`src/rtl/fft64_reorder.sv`:
```
// Ping-pong reorder buffer for a 64-point FFT: converts bit-reversed output order to natural order.
// Each frame is read out as a 64-cycle burst that starts on the edge that stores its last sample.
module fft64_reorder #(
    parameter int DW     = 10,
    parameter int BITREV = 1
) (
    input  logic          clk,
    input  logic          rst_n,
    input  logic [DW-1:0] din_re,
    input  logic [DW-1:0] din_im,
    input  logic          din_valid,
    output logic [DW-1:0] dout_re,
    output logic [DW-1:0] dout_im,
    output logic          dout_valid,
    output logic [5:0]    dout_index,
    output logic          dout_last,
    output logic [7:0]    frame_cnt
);

    typedef enum logic {IDLE, READ} state_t;

    state_t          state_reg, state_next;
    logic [5:0]      n_reg;
    logic            wr_bank_reg;
    logic [5:0]      k_reg, k_next;
    logic            rd_bank_reg, rd_bank_next;
    logic [5:0]      n_rev;
    logic [5:0]      wr_addr;
    logic            handoff;
    logic            rd_en;
    logic [6:0]      rd_addr;
    logic [2*DW-1:0] mem [128];
    logic [2*DW-1:0] rd_data_reg;
    logic            valid_reg;
    logic [5:0]      index_reg;
    logic            last_reg;
    logic [7:0]      frame_cnt_reg;

    genvar gi;
    generate
        for (gi = 0; gi < 6; gi++) begin : g_rev
            assign n_rev[gi] = n_reg[5-gi];
        end
        if (BITREV != 0) begin : g_bitrev
            assign wr_addr = n_rev;
        end else begin : g_linear
            assign wr_addr = n_reg;
        end
    endgenerate

    assign handoff = din_valid && (n_reg == 6'd63);

    // Write side: sample counter and bank select
    always_ff @(posedge clk or negedge rst_n) begin
        if (!rst_n) begin
            n_reg       <= 6'd0;
            wr_bank_reg <= 1'b0;
        end else if (din_valid) begin
            n_reg <= n_reg + 6'd1;
            if (n_reg == 6'd63)
                wr_bank_reg <= ~wr_bank_reg;
        end
    end

    // Banks live in one array addressed by {bank, entry}; contents are never reset.
    always_ff @(posedge clk) begin
        if (din_valid)
            mem[{wr_bank_reg, wr_addr}] <= {din_re, din_im};
        if (rd_en)
            rd_data_reg <= mem[rd_addr];
    end

    always_ff @(posedge clk or negedge rst_n) begin
        if (!rst_n) begin
            state_reg   <= IDLE;
            k_reg       <= 6'd0;
            rd_bank_reg <= 1'b0;
        end else begin
            state_reg   <= state_next;
            k_reg       <= k_next;
            rd_bank_reg <= rd_bank_next;
        end
    end

    // Entry 0 is issued on the handoff edge itself, so k holds the next entry to read.
    always_comb begin
        state_next   = state_reg;
        k_next       = k_reg;
        rd_bank_next = rd_bank_reg;
        if (handoff) begin
            state_next   = READ;
            k_next       = 6'd1;
            rd_bank_next = wr_bank_reg;
        end else if (state_reg == READ) begin
            k_next = k_reg + 6'd1;
            if (k_reg == 6'd63)
                state_next = IDLE;
        end
    end

    always_comb begin
        rd_en   = 1'b0;
        rd_addr = {rd_bank_reg, k_reg};
        if (handoff) begin
            rd_en   = 1'b1;
            rd_addr = {wr_bank_reg, 6'd0};
        end else if (state_reg == READ) begin
            rd_en = 1'b1;
        end
    end

    always_ff @(posedge clk or negedge rst_n) begin
        if (!rst_n) begin
            valid_reg     <= 1'b0;
            index_reg     <= 6'd0;
            last_reg      <= 1'b0;
            frame_cnt_reg <= 8'd0;
        end else begin
            valid_reg <= rd_en;
            index_reg <= rd_en ? rd_addr[5:0] : 6'd0;
            last_reg  <= rd_en && (rd_addr[5:0] == 6'd63);
            if (rd_en && (rd_addr[5:0] == 6'd63))
                frame_cnt_reg <= frame_cnt_reg + 8'd1;
        end
    end

    // Gate data with valid so stale or never-written bank contents cannot leak out.
    assign dout_re    = valid_reg ? rd_data_reg[2*DW-1:DW] : '0;
    assign dout_im    = valid_reg ? rd_data_reg[DW-1:0]    : '0;
    assign dout_valid = valid_reg;
    assign dout_index = index_reg;
    assign dout_last  = last_reg;
    assign frame_cnt  = frame_cnt_reg;

endmodule

```
`config.mk`:
```
export PLATFORM = sky130hd
export DESIGN_NAME = fft64_reorder
export DESIGN_NICKNAME = d
export VERILOG_FILES = /design/src/rtl/fft64_reorder.sv
export SDC_FILE = /design/constraint.sdc
export NUM_CORES = 2
export LEC_CHECK = 0
export BUFFER_PORTS_ARGS = -buffer_cell sky130_fd_sc_hd__clkbuf_2
export CORE_MARGIN = 1
export CORE_UTILIZATION = 44
export CTS_CLUSTER_DIAMETER = 200
export DETAILED_ROUTE_END_ITERATION = 16
export PLACE_DENSITY = 0.64
export SLEW_MARGIN = 15
export SYNTH_ARGS = -nofsm -noshare
export SYNTH_HDL_FRONTEND = slang
export SYNTH_SLANG_ARGS = --single-unit
export TNS_END_PERCENT = 10
```
`constraint.sdc`:
```
create_clock -name clk -period 7.25 [get_ports clk]
set_clock_uncertainty 0.1 [all_clocks]
set_input_delay 1.45 -clock clk [delete_from_list [all_inputs] [get_ports clk]]
set_output_delay 1.45 -clock clk [all_outputs]
set_load 0.1 [all_outputs]
```
==> results.py <==
metrics = {
    "clock_tree": {
        "clk_pin_slew_ns": 0.06,
        "insertion_delay_ns": 0.92,
        "clock-sinks": 2611,
        "cts_hold_buf": 0,
        "cts_tree": "yes",
        "cts_setup_buffers": 0,
        "cts_buffers": 282,
        "clockBufferDepth": 4,
        "post_cts_resized": 0,
        "root_buffer": "clkbuf_16",
        "cts_htree_levels": 5,
    },
    "yosys": {
        "syn-num-nets": 5971,
        "ys.flop_type": "edfxtp_1",
        "yosys_register_bits": 2611,
        "ys_types": 60,
        "synthCells": 5945,
        "syn_avg_cell_area_sq_um": 17.44,
        "synth_edf_count": 2580,
        "ys_warn_count": 0,
        "synth_top_area_share_pct": 74.72,
        "seq_area_frac_synth_pct": 75.47,
        "ys_top_cells_by_area": "edfxtp_1, mux2i_1, mux4_2, mux2_2, o22ai_1",
        "synth_area_sq_um": 103700,
        "synthArstFlopShare_pct": 1.187,
        "synth_top_cell_by_area": "edfxtp_1",
    },
    "critical_path": {
        "path_cells": "inv_2, nand3_4, buf_4, o21ai_0, a21oi_1, o22ai_1, o221ai_1, nand4_1",
        "worstPathRequired_ns": 7.82,
        "arrival_ns": 5.42,
        "cpPeakStageDelay_ns": 0.89,
        "cpMaxStageDelayCell": "dfrtp_4",
        "critPathCaptureType": "flip-flop",
        "critPathKind": "flip-flop to flip-flop",
        "critPathMaxFanout": 46,
        "start_kind": "flip-flop",
    },
    "detailed_routing": {
        "dr.pass1.iters": 7,
        "ant_nets": 0,
        "vias_per_cell": 6.202,
        "via_count": 58390,
        "dr.first_iter.drc_count": 7819,
        "drc": 0,
        "wl_per_cell_um": 31.81,
        "wirelength_um": 299500,
    },
    "timing": {
        "rsz0062_at_grt": "false",
        "hold_viol": 0,
        "worst_slew_pin_slew_ns": 1.252,
        "setup_viol": 0,
        "fmax_mhz": 206.2,
        "slew_headroom_pct": 15.84,
        "report.final.slew_viol_count": 0,
        "final.setup.worst_slack_ns": 2.400,
        "fin_crit_ns": 4.850,
        "tns_ns": 0,
        "fin_crit_sh_pct": 66.90,
    },
    "pwr": {
        "leakagePower_uw": 0.03629,
        "p_total_uw": 37520,
        "powerDensity_nw_per_um2": 321.3,
        "peakVddDrop_mv": 0.2095,
    },
    "final_layout": {
        "nets": 6109,
        "design_area_sq_um": 116800,
        "final_util_pct": 50.04,
        "syn_to_final_growth_pct": 12.66,
        "largest_register_ffs": 2560,
        "drive_above_1_share_pct": 18.56,
        "fillers": 18980,
    },
    "placed_design": {
        "finalWeightedCongestion": 0.9630,
        "place_ws_ns": 1.967,
        "dp_hpwl_um": 177500,
        "placed_area_sq_um": 108200,
        "port_buffers": 58,
    },
    "min_path": {
        "hp-class": "flip-flop to flip-flop",
    },
    "global_route": {
        "track_usage_pct": 24.89,
        "antenna_found_initial": 13,
        "grt_max_degree": 178,
        "grt.overflow.total": 0,
        "grt_pass1_vias": 55360,
        "grt_pass1_wl_um": 420200,
    },
    "die": {
        "fp-row-count": 177,
        "die-area_sq_um": 237600,
        "start_util_pct": 44.42,
        "die_h_um": 487.4,
        "die_w_um": 487.4,
        "coreArea_sq_um": 233400,
        "ios": 59,
    },
    "status": {
        "status": "completed",
    },
    "run": {
        "drv_cap": 0,
    },
}
==> where the power goes <==
group	internal (uW)	total, uW	switching, uW
Combinational	2260	6810	4550
Sequential	17000	17200	248
Clock	7850	13500	5660
Total	27100	37500	10500
==> layer usage <==
metal | wire length, um | GRT usage [%] | up-vias
li1 | - | - | 24250
met1 | 115400 | 33.87 | 30070
met2 | 136300 | 37.86 | 3389
met3 | 31570 | 5.810 | 674
met4 | 16140 | 11.76 | 6
met5 | 34 | 0 | -
==> worst paths after layout <==
| path | from | to | slack [ns] | cells after the start |
|---|---|---|---|---|
| min in group asynchronous | rst_n | dout_index[1] | 0.62 | 1 |
| setup reg to reg | k_reg[2] | rd_data_reg[10] | 2.40 | 8 |
| hold / removal | frame_cnt[7] | frame_cnt[7] | 0.37 | 1 |
| max in group asynchronous | rst_n | k_reg[2] | 5.62 | 1 |
| hold reg to reg | frame_cnt[7] | frame_cnt[7] | 0.37 | 1 |
| setup / recovery | k_reg[2] | rd_data_reg[10] | 2.40 | 8 |
==> synth_stat cells, types with 19 or more instances <==
cell,number
a221oi_1,61
edfxtp_1,2580
o211ai_1,45
clkbuf_1,176
nor2b_1,89
nor2_1,309
mux2i_1,547
dfrtp_1,31
a22oi_1,36
nand2_1,232
o31ai_1,19
nand3_1,57
inv_1,42
nor3_1,25
and2_1,24
o21a_1,22
a21oi_1,184
o221ai_1,143
mux2_2,198
buf_2,163
buf_1,26
buf_4,38
a31oi_1,100
o22ai_1,209
mux4_2,189
nand4_1,24
o21ai_0,168
==> critical path: cells and delay by family, from the launching register on <==
family / cells / cell delay [ns]
AND/OR/NAND/NOR: 2 / 0.87
flip-flops: 1 / 0.89
AO/OA/AOI/OAI: 4 / 1.51
buffers and inverters: 2 / 1.05
==> through the flow <==
stage | instances | hold slack [ns]
after global placement | 8931 | 0.3632
final | 9415 | 0.3692
after floorplan | 5945 | 0.4097
after global routing | 9406 | 0.4078
after CTS | 9405 | 0.3747
after detailed placement | 8931 | 0.3625
==> area by class of cell <==
class	instances	area (sq um)	area share, %
clock buffers	355	7572	6.483
inverters	43	161.4	0.1382
diodes	10	25.02	0.02142
well taps	3132	3919	3.355
flip-flops and latches	2611	78260	67.00
repair buffers	265	2098	1.796
clock inverters	119	923.4	0.7905
multi-input cells	2880	23850	20.41
==> cells in the final DEF, fill, tap and decap left out, types with 22 or more instances in the layout <==
master,netlist,final
edfxtp_1,2580,2580
mux2i_1,547,547
clkbuf_16,0,291
nand2_1,232,225
o22ai_1,209,209
buf_4,38,203
mux2_2,198,198
nor2_1,309,195
mux4_2,189,189
a21oi_1,184,182
o21ai_0,168,168
o221ai_1,143,143
a31oi_1,100,100
nor2_2,0,95
nor2b_1,89,89
a221oi_1,61,61
clkbuf_1,176,59
clkinv_1,0,55
nand3_1,57,54
o211ai_1,45,45
inv_1,42,41
clkbuf_2,1,38
clkinv_2,0,37
a22oi_1,36,36
dfrtp_1,31,26
nand4_1,24,24
and2_1,24,23
o21a_1,22,22
==> kinds of logic after synthesis <==
group           after synthesis  share of synthesized area (%)
flops                      2611                          75.47
compound gates             1120                          7.281
mux                         934                          11.54
simple gates                805                          3.496
buf+inv                     454                          2.030
xor+xnor                     18                         0.1520
fa+ha+maj                     3                        0.03621
(Power assumes the default switching activity.)
